### src/rtl/pipe_pkg.sv
// Shared constants and helpers for the pipe_reg_chain register slice.
// Occupancy width helper sizes the optional occ port (PIPE_REG_CHAIN_OCC_EN).
package pipe_pkg;

  localparam int PIPE_MAX_DEPTH = 8;
  localparam int PIPE_MAX_WIDTH = 48;

  function automatic int OCC_W(input int d);
    return $clog2(d + 1);
  endfunction

endpackage

### src/rtl/pipe_reg_chain_stage.sv
// One pipeline stage: data register, valid bit and its ready term.
// A stage accepts new contents whenever it is empty or its successor is moving.
module pipe_stage
  import pipe_pkg::*;
#(
  parameter int               WIDTH   = 18,
  parameter logic [WIDTH-1:0] RST_VAL = '0
) (
  input  logic             clk,
  input  logic             RST,
  input  logic             ce,
  input  logic             flush,
  input  logic             src_valid,
  input  logic [WIDTH-1:0] src_data,
  input  logic             nxt_rdy,
  output logic             valid,
  output logic [WIDTH-1:0] data,
  output logic             rdy
);

  logic             valid_q, valid_d;
  logic [WIDTH-1:0] data_q, data_d;

  assign rdy   = !valid_q || nxt_rdy;
  assign valid = valid_q;
  assign data  = data_q;

  // Flush wins over any transfer; CE low freezes everything.
  always_comb begin
    valid_d = valid_q;
    data_d  = data_q;
    if (ce) begin
      if (flush) begin
        valid_d = 1'b0;
        data_d  = RST_VAL;
      end else if (rdy) begin
        valid_d = src_valid;
        data_d  = src_data;
      end
    end
  end

  always_ff @(posedge clk or posedge RST) begin
    if (RST) begin
      valid_q <= 1'b0;
      data_q  <= RST_VAL;
    end else begin
      valid_q <= valid_d;
      data_q  <= data_d;
    end
  end

endmodule

### src/rtl/pipe_reg_chain.sv
// Elastic register chain of DEPTH pipe_stage slices with valid/ready handshake.
// Define PIPE_REG_CHAIN_OCC_EN to add the registered occupancy output occ.
module pipe_reg_chain
  import pipe_pkg::*;
#(
  parameter int               WIDTH   = 18,
  parameter int               DEPTH   = 2,
  parameter logic [WIDTH-1:0] RST_VAL = '0
) (
  input  logic             clk,
  input  logic             RST,
  input  logic             CE,
  input  logic             flush,
  input  logic             in_valid,
  output logic             in_ready,
  input  logic [WIDTH-1:0] in_data,
  output logic             out_valid,
  input  logic             out_ready,
  output logic [WIDTH-1:0] out_data
`ifdef PIPE_REG_CHAIN_OCC_EN
  ,
  output logic [OCC_W(DEPTH)-1:0] occ
`endif
);

  if (DEPTH < 1 || DEPTH > PIPE_MAX_DEPTH) begin : g_bad_depth
    $error("pipe_reg_chain: DEPTH must be within 1..%0d", PIPE_MAX_DEPTH);
  end
  if (WIDTH < 1 || WIDTH > PIPE_MAX_WIDTH) begin : g_bad_width
    $error("pipe_reg_chain: WIDTH must be within 1..%0d", PIPE_MAX_WIDTH);
  end

  logic [DEPTH-1:0] v;
  logic [WIDTH-1:0] d [DEPTH];

`ifdef PIPE_REG_CHAIN_OCC_EN
  logic [DEPTH-1:0] v_nxt;
`endif

  // Ready terms are kept per block so the backward chain is a set of scalars.
  for (genvar gi = 0; gi < DEPTH; gi++) begin : g_stage
    logic             src_v;
    logic [WIDTH-1:0] src_d;
    logic             nxt_rdy_w;
    logic             rdy_w;

    if (gi == 0) begin : g_head
      assign src_v = in_valid;
      assign src_d = in_data;
    end else begin : g_body
      assign src_v = v[gi-1];
      assign src_d = d[gi-1];
    end

    if (gi == DEPTH - 1) begin : g_tail
      assign nxt_rdy_w = out_ready;
    end else begin : g_link
      assign nxt_rdy_w = g_stage[gi+1].rdy_w;
    end

    pipe_stage #(
      .WIDTH   (WIDTH),
      .RST_VAL (RST_VAL)
    ) u_stage (
      .clk       (clk),
      .RST       (RST),
      .ce        (CE),
      .flush     (flush),
      .src_valid (src_v),
      .src_data  (src_d),
      .nxt_rdy   (nxt_rdy_w),
      .valid     (v[gi]),
      .data      (d[gi]),
      .rdy       (rdy_w)
    );

`ifdef PIPE_REG_CHAIN_OCC_EN
    assign v_nxt[gi] = !CE   ? v[gi] :
                       flush ? 1'b0  :
                       rdy_w ? src_v : v[gi];
`endif
  end

  assign in_ready  = CE && !flush && g_stage[0].rdy_w;
  assign out_valid = v[DEPTH-1];
  assign out_data  = d[DEPTH-1];

`ifdef PIPE_REG_CHAIN_OCC_EN
  localparam int OW = OCC_W(DEPTH);

  logic [OW-1:0] occ_q, occ_d;

  // Count the valid bits as they will be after this edge.
  always_comb begin
    occ_d = '0;
    for (int i = 0; i < DEPTH; i++) begin
      occ_d = occ_d + OW'(v_nxt[i]);
    end
  end

  always_ff @(posedge clk or posedge RST) begin
    if (RST) begin
      occ_q <= '0;
    end else begin
      occ_q <= occ_d;
    end
  end

  assign occ = occ_q;
`endif

endmodule

### config.mk
export PLATFORM = sky130hd
export DESIGN_NAME = pipe_reg_chain
export DESIGN_NICKNAME = d
export VERILOG_FILES = /design/src/rtl/pipe_pkg.sv /design/src/rtl/pipe_reg_chain_stage.sv /design/src/rtl/pipe_reg_chain.sv
export SDC_FILE = /design/constraint.sdc
export NUM_CORES = 1
export LEC_CHECK = 0
export ABC_AREA = 1
export CORE_ASPECT_RATIO = 0.5
export CORE_MARGIN = 5
export CORE_UTILIZATION = 39
export CTS_BUF_LIST = sky130_fd_sc_hd__clkbuf_16
export DETAILED_ROUTE_END_ITERATION = 16
export GPL_TIMING_DRIVEN = 0
export HOLD_SLACK_MARGIN = 0.12
export PLACE_DENSITY = 0.7
export SLEW_MARGIN = 5
export SYNTH_ARGS = -nofsm -noshare
export SYNTH_HDL_FRONTEND = slang
export SYNTH_HIERARCHICAL = 1
export SYNTH_SLANG_ARGS = --single-unit
### constraint.sdc
create_clock -name clk -period 2.3 [get_ports clk]
set_input_delay 0.345 -clock clk [delete_from_list [all_inputs] [get_ports clk]]
set_output_delay 0.345 -clock clk [all_outputs]
set_load 0.05 [all_outputs]
==> flow_summary.toml, run 1 <==
[hold_path]
worstHoldStart = "g_stage[1].u_stage/data[11]"
hold_depth = 2
hold_end = "g_stage[1].u_stage/data[11]"
hold_path_class = "flip-flop to flip-flop"

[global_routing]
grtUsageMet2_pct = 22.0
top_usage_layer = "met2"
grt.total_usage_pct = 14.7
met1_usage_pct = 21.0
grt_start_max_net_pins = 20
use_met3_pct = 3.62
gr-total-overflow = 0
grt_pass1_wl_mm = 6.99
antenna_found_initial = 0
grt_pass1_vias = 1407

[critical_path]
startpoint_type = "input port"
r2r_slack_ns = 0.94
path_class = "input port to primary output"
r2r_start = "g_stage[1].u_stage/valid"
rr_worst_depth = 8
crit_path_end_kind = "primary output"
crit_fanout = 10
crit_required_ns = 1.96
rr_endpoint = "g_stage[0].u_stage/data[5]"
arrival_ns = 1.83

[timing]
fin_setup_tns_ns = 0
worst_slew_pin_slew_ns = 0.676
max_slew_margin_pct = 54.9
fin_worst_skew_ns = 0.00482
slew_violations = 0
holdWs_ns = 0.472
finalSetupViolCount = 0
fmax_mhz = 459
finalCritPeriodShare_pct = 94.8
min_period_ns = 2.18
rsz0062_at_grt = "false"
hold_viol = 0

[yosys]
syn_inst = 180
syn_nets = 204
synth-seq-cells = 38
seq_area_frac_synth_pct = 55.0
synthSimpleGateAreaFrac_pct = 33.7
synthXorXnorAreaFrac_pct = 0
yosys_warnings = 6
synth_compound_area_share_pct = 0
synthMuxAreaShare_pct = 0
ys_types = 13
synth_area_um2 = 1730
synth_top_family_by_area = "simple AND/OR/NAND/NOR gates"
avgSynthCellArea_um2 = 9.61
synthAdderAreaFrac_pct = 0

[placement]
gp_congestion = 0.726
port_buffers = 43
dp_hpwl_mm = 3.09

[floorplanning]
fp-row-count = 17
core_um2 = 4340
dieWidth_um = 104
die_area_um2 = 5950
die_h_um = 57.1
start_util_pct = 39.9
io-pin-count = 44

[clock_network]
clk_pin_slew_ns = 0.05
cts_tree = "yes"
holdBufCountCts = 0
clock_sinks = 38
clk_latency_ns = 0.28
clk_root_buffer_cell = "clkbuf_16"
post_cts_buffers = 0
cts_resized = 5
cts_buffers = 5
cts_max_level = 2
clockBufferDepth = 2

[drt]
routed_wl_mm = 4.09
wl_per_cell_um = 14.2
dr.pass1.iters = 4
drt_iter0_markers = 60
dr_total_vias = 1419
viasPerCell = 4.93
drcViolationCount = 0
drtAntennaViolNets = 0

[job]
max-cap-violations = 0

[power]
ir_worst_vdd_mv = 0.287
p_leak_uw = 0.00119
power_uw = 1690
powerDensity_nw_per_um2 = 714

[final_layout]
area_growth_pct = 36.8
fin_nets = 254
antenna_cells = 0
final_util_pct = 54.5
layout-drive-gt1-share_pct = 12.1

[status]
status = "complete, no violations"
==> cells by family (layout without fill, tap and decap cells) <==
family / after synthesis / after routing
AND/OR/NAND/NOR: 122 / 122
flip-flops: 38 / 38
buffers and inverters: 20 / 71
==> critical path, cell delays in order <==
cell and delay, ns:
clkdlybuf4s50_1 0.46, inv_1 0.06, nand2_1 0.10, clkbuf_8 0.17
inv_1 0.07, nand2_1 0.10, clkbuf_8 0.17, nand2_1 0.07
nor2_2 0.10, buf_4 0.20
==> cells in the mapped netlist <==
master    number  share of area [%]
buf_12         2                2.3
buf_8          2                1.7
clkbuf_8       2                1.6
buf_6          4                2.6
nand4_1       38                 14
nand2_4        2                1.3
inv_1          4               0.87
buf_4          4                1.7
nor2_2         1               0.36
nand3_2        2                1.2
nand2_1       79                 17
inv_2          2               0.43
dfrtp_1       38                 55
==> layout by cell type (no fill, tap or decap), types with 2 or more instances in the layout <==
cell type | Yosys | final
buf_12 | 2 | 2
nand4_1 | 38 | 38
inv_1 | 4 | 5
dfrtp_1 | 38 | 38
nand2_4 | 2 | 2
buf_6 | 4 | 4
buf_8 | 2 | 2
clkbuf_16 | 0 | 5
inv_2 | 2 | 2
nand2_1 | 79 | 79
buf_4 | 4 | 5
nand3_2 | 2 | 2
clkdlybuf4s50_1 | 0 | 42
clkbuf_8 | 2 | 2
==> routing by layer <==
metal | wire [um] | vias up
met3 | 191 | 4
li1 | - | 710
met4 | 49 | 0
met5 | 0 | -
met1 | 1970 | 676
met2 | 1870 | 29
==> stage by stage <==
step | std cells | instance area (um^2) | worst slack, ns
global placement | 280 | 2230 | -0.438
detailed placement | 280 | 2230 | -0.448
finish | 288 | 2370 | 0.121
global route | 288 | 2370 | 0.0219
floorplan | 180 | 1730 | 0.296
CTS | 288 | 2360 | 0.0597
==> where the power goes <==
group          switching, uW  internal [uW]
clock                    238            391
sequential              34.1            718
combinational            183            124
total                    455           1230
==> worst max path at each step <==
stage	end	depth (start not counted)	start
final	in_ready	10	out_ready
after detailed placement	in_ready	10	out_ready
after floorplan	in_ready	7	g_stage[1].u_stage/valid
after CTS	in_ready	10	out_ready
after global routing	in_ready	10	out_ready
after global placement	in_ready	10	out_ready
==> cell type report <==
cell class / count / area (um^2)
Fill cell: 398 / 1970
Sequential cell: 38 / 951
Multi-Input combinational cell: 122 / 583
Timing Repair Buffer: 43 / 428
Buffer: 14 / 173
Clock buffer: 5 / 125
Tap cell: 57 / 71.3
Inverter: 6 / 22.5
Clock inverter: 3 / 12.5
==> registers in the layout, indices dropped and copies added, names as in the netlist <==
name and cells:
g_stage.u_stage/data 36, g_stage.u_stage/valid 2
Power figures use the tool's default switching activity.
==> run 2, diff against run 1 <==
DONT_BUFFER_PORTS = 1   (was not set)
PLACE_DENSITY = 0.57   (was 0.7)
==> run 2 against run 1 <==
  * Clock power increased by 1%
  * Fmax increased by 1.8%
  * Sequential share of layout area increased by 8.5 points
  * First-iteration DRC count decreased by 23%
  * Die area unchanged
  * Cell count decreased by 15%
  * Design area decreased by 17%
  * Power decreased by 4.8%
  * Clock skew decreased by 0.0011 ns
  * Register-to-register slack got worse by 0.14 ns
  * Utilization decreased by 9.5 points
  * Setup slack improved by 0.039 ns
  * Largest power group unchanged
==> flow_summary.toml, run 2 (same netlist as run 1, synthesis figures left out) <==
[timing]
finalCritPeriodShare_pct = 93.1
hold_viol = 0
fin_setup_tns_ns = 0
slew_violations = 0
max_slew_margin_pct = 49.6
finalSetupViolCount = 0
rsz0062_at_grt = "false"
min_period_ns = 2.14
fin_worst_skew_ns = 0.00376
fmax_mhz = 467
worst_slew_pin_slew_ns = 0.756

[drt]
dr.pass1.iters = 4
routed_wl_mm = 3.87
viasPerCell = 5.11
drcViolationCount = 0
drt_iter0_markers = 46
dr_total_vias = 1257
drtAntennaViolNets = 0
wl_per_cell_um = 15.7

[final_layout]
largest_reg_flops = 36
n_fill_cell = 462
fin_nets = 212
area_growth_pct = 13.0
final_cell_mix = "nand2_1, nand4_1, dfrtp_1, clkbuf_16, inv_1"
final_common_cell = "nand2_1"
layout-drive-gt1-share_pct = 14.8
antenna_cells = 0

[critical_path]
cp_slowest_cell = "dfrtp_2"
path_class = "flip-flop to primary output"
cp_cell_sequence = "nand2_1 > clkbuf_8 > inv_1 > nand2_1 > clkbuf_8 > nand2_1 > nor2_4"
r2r_slack_ns = 0.80
crit_fanout = 10
rr_worst_depth = 8
crit_path_frequent_cell = "nand2_1"
crit_family = "simple AND/OR/NAND/NOR gates"
rr_endpoint = "g_stage[0].u_stage/data[1]"
crit_required_ns = 1.96
startpoint_type = "flip-flop"
arrival_ns = 1.80
crit_path_max_incr_delay_ns = 0.53
crit_path_end_kind = "primary output"
r2r_start = "g_stage[1].u_stage/valid"
critPathBufInv = 3

[global_routing]
grt_pass1_vias = 1335
met1_usage_pct = 18.1
antenna_found_initial = 0
use_met3_pct = 5.54
grt_pass1_wl_mm = 6.62
gr-total-overflow = 0
grtUsageMet2_pct = 22.3
top_usage_layer = "met2"
grt.total_usage_pct = 14.2
grt_start_max_net_pins = 20

[clock_network]
clk_latency_ns = 0.28
clk_pin_slew_ns = 0.06
cts_tree = "yes"
clk_root_buffer_cell = "clkbuf_16"
clock_sinks = 38
cts_max_level = 2
cts_buffers = 5
clockBufferDepth = 2
post_cts_buffers = 0

[job]
max-cap-violations = 0

[power]
p_leak_uw = 0.00103
ir_worst_vdd_mv = 0.381
powerDensity_nw_per_um2 = 823
power_uw = 1610

[hold_path]
hold_end = "g_stage[0].u_stage/data[9]"
hold_path_class = "input port to flip-flop"
worstHoldStart = "in_data[9]"
hold_depth = 2

[placement]
gp_congestion = 0.749
port_buffers = 0
dp_hpwl_mm = 2.85

[floorplanning]
die_area_um2 = 5950
core_um2 = 4340
io-pin-count = 44
die_h_um = 57.1
dieWidth_um = 104
fp-row-count = 17
start_util_pct = 39.9

[status]
status = "complete, no violations"
==> run 2: cell count changes in the layout (fill, tap and decap cells not counted) <==
cell             delta
clkdlybuf4s50_1    -42
buf_4               -1
dfrtp_1             -1
dfrtp_2             +1
dlygate4sd3_1       +1
nor2_2              -1
nor2_4              +1
==> run 2: worst max path at each step <==
stage | start | endpoint | depth (start not counted)
finish | g_stage[1].u_stage/valid | in_ready | 7
floorplan | g_stage[1].u_stage/valid | in_ready | 7
detailed placement | g_stage[1].u_stage/valid | in_ready | 7
CTS | g_stage[1].u_stage/valid | in_ready | 7
global placement | g_stage[1].u_stage/valid | in_ready | 7
global route | g_stage[1].u_stage/valid | in_ready | 7
==> run 2: where the power goes <==
| part | total (uW) | leakage, uW | internal, uW | switching [uW] |
|---|---|---|---|---|
| sequential | 830 | 0.000503 | 716 | 113 |
| combinational | 140 | 0.000459 | 54.5 | 85.7 |
| clock | 638 | 0.0000724 | 391 | 247 |
==> run 2: timing repair <==
action	CTS	global route
hold buffers	1	0
endpoints found under the setup margin	1	1
resized for setup	1	1
endpoints found under the hold margin	10	0
==> run 2: stage by stage <==
stage	hold slack (ns)	utilization [%]	cell area [um^2]	instances	setup slack [ns]
after detailed placement	0.417	41.5	1800	237	0.189
after global routing	0.211	45.0	1950	246	0.0430
after global placement	0.391	41.5	1800	237	0.183
final	0.216	45.0	1950	246	0.160
after floorplan	0.296	-	1730	180	0.296
after CTS	0.209	45.0	1950	246	0.0172
==> run 2: worst register-to-register path: cells and delay by family, from the launching register on <==
kind / cells / cell delay (ns)
buffers and inverters: 3 / 0.42
and+or+nand+nor: 5 / 0.48
DFF: 1 / 0.55
==> run 2: per-layer routing <==
metal	vias to the layer above	routed length (um)
li1	628	-
met1	597	1770
met2	27	1820
met3	5	241
met4	0	35
met5	-	0
==> run 2: final cells by class <==
class	count	area, um^2	share of cell area (%)
plain buffers	14	173	8.83
repair buffers	1	10.0	0.512
multi-input cells	122	588	30.1
clock inverters	3	12.5	0.640
well taps	57	71.3	3.65
inverters	6	22.5	1.15
flip-flops and latches	38	952	48.7
clock buffers	5	125	6.40
==> run 3, diff against run 2 <==
CORE_UTILIZATION = 60   (was 39)
PLACE_DENSITY = 0.8   (was 0.57)
SKIP_LAST_GASP = 1   (was not set)
clock period = 2.54 ns   (was 2.3 ns; I/O delays follow)
==> run 3 against run 2 <==
  * Utilization rose by 26 points
  * Flip-flop and latch count did not move
  * Non-clock buffer count fell by 1
  * Highest routed layer unchanged
  * Die area fell by 31%
  * Setup slack got worse by 0.038 ns
  * Largest cell class unchanged
==> flow_summary.toml, run 3 (same netlist as run 1, synthesis figures left out) <==
[status]
status = "complete, no violations"

[clock_network]
cts_resized = 0
post_cts_buffers = 0
clk_pin_slew_ns = 0.05
cts_max_level = 2
clk_root_buffer_cell = "clkbuf_16"
clockBufferDepth = 2
clk_latency_ns = 0.27
clock_sinks = 38
cts_buffers = 5
cts_tree = "yes"
holdBufCountCts = 0

[global_routing]
grt_pass1_wl_mm = 5.77
gr-total-overflow = 0
grt.total_usage_pct = 19.3
grt_start_max_net_pins = 20
antenna_found_initial = 0
grt_pass1_vias = 1266

[power]
intPower_uw = 1050
pwr-share-comb_pct = 8.6
p_seq_share_pct = 52.5
clkPwrFrac_pct = 38.9
switching_share_pct = 26.9
p_leak_uw = 0.00103
powerDensity_nw_per_um2 = 751
power_uw = 1430
ir_worst_vdd_mv = 0.416
p_switching_uw = 385

[timing]
min_period_ns = 2.42
worst_slew_pin_slew_ns = 0.720
finalCritPeriodShare_pct = 95.2
max_slew_margin_pct = 51.9
fmax_mhz = 414
slew_violations = 0
fin_worst_skew_ns = 0.00375
fin_setup_tns_ns = 0
hold_viol = 0
rsz0062_at_grt = "false"
finalSetupViolCount = 0

[final_layout]
fin_nets = 211
final_util_pct = 71.5
final_cell_mix = "nand2_1, nand4_1, dfrtp_1, inv_1, clkbuf_16"
n_fill_cell = 210
layout-drive-gt1-share_pct = 13.9
largest_reg_flops = 36
final_common_cell = "nand2_1"
antenna_cells = 0
area_growth_pct = 10.3

[critical_path]
crit_path_max_incr_delay_ns = 0.58
arrival_ns = 2.04
path_class = "flip-flop to primary output"
cp_slowest_cell = "dfrtp_1"
crit_family = "simple AND/OR/NAND/NOR gates"
crit_fanout = 10
crit_path_end_kind = "primary output"
crit_path_frequent_cell = "nand2_1"
cp_cell_sequence = "nand2_1 > clkbuf_8 > inv_1 > nand2_1 > clkbuf_8 > nand2_1 > nor2_2"
critPathBufInv = 3
startpoint_type = "flip-flop"
crit_required_ns = 2.16

[floorplanning]
dieWidth_um = 85.9
io-pin-count = 44
die_area_um2 = 4120
core_um2 = 2670
start_util_pct = 64.8
fp-row-count = 13
die_h_um = 48.0

[drt]
dr.max_layer_used = "met4"
wl_per_cell_um = 15.7
wl_met2_mm = 1.69
wl_met3_um = 313
drtAntennaViolNets = 0
dr_total_vias = 1291
routed_wl_mm = 3.51
dr.pass1.iters = 4
drt_iter0_markers = 44
drcViolationCount = 0
route.layer.met1.wl_mm = 1.47
viasPerCell = 5.76

[placement]
dp_hpwl_mm = 2.61
gp_congestion = 0.778
port_buffers = 0

[hold_path]
hold_path_class = "input port to async pin"

[job]
max-cap-violations = 0
[run 3: cell type report]
cell class | instances | area [um^2] | area share, %
sequential | 38 | 951 | 49.8
multi-input combinational | 122 | 583 | 30.6
buffer | 14 | 173 | 9.05
clock buffer | 5 | 125 | 6.56
tap | 37 | 46.3 | 2.43
inverter | 6 | 22.5 | 1.18
clock inverter | 2 | 7.51 | 0.393
[run 3: power by group through the flow]
stage	clock network, uW	registers (uW)	logic [uW]
2_1_floorplan	0	754	103
3_3_place_gp	0	762	119
3_5_place_dp	0	763	124
4_1_cts	565	753	125
5_1_grt	598	758	140
6_report	557	752	123
[run 3: worst paths after layout]
path                                            start                         end  slack [ns]  depth (start not counted)
setup reg to reg             g_stage[1].u_stage/valid  g_stage[0].u_stage/data[2]        0.86                          8
setup / recovery             g_stage[1].u_stage/valid                    in_ready        0.12                          7
max in group asynchronous                         RST  g_stage[0].u_stage/data[0]        1.97                          1
min in group clk                           in_data[7]  g_stage[0].u_stage/data[7]        0.26                          2
hold / removal                                    RST  g_stage[1].u_stage/data[2]        0.11                          1
hold reg to reg            g_stage[0].u_stage/data[0]  g_stage[0].u_stage/data[0]        0.47                          2
[run 3: routing by layer]
layer,global-route usage (%),vias up
met3,8.42,4
li1,-,622
met2,33.5,40
met1,21.6,625
met5,0,-
met4,8.20,0
[run 3: metrics by stage]
stage / instance area, um^2 / hold WS (ns) / setup slack [ns] / std cells
2_1_floorplan: 1730 / 0.332 / 0.500 / 180
3_3_place_gp: 1780 / 0.408 / 0.426 / 217
3_5_place_dp: 1780 / 0.421 / 0.399 / 217
4_1_cts: 1910 / 0.131 / 0.105 / 224
5_1_grt: 1910 / 0.182 / 0.0332 / 224
6_report: 1910 / 0.113 / 0.122 / 224
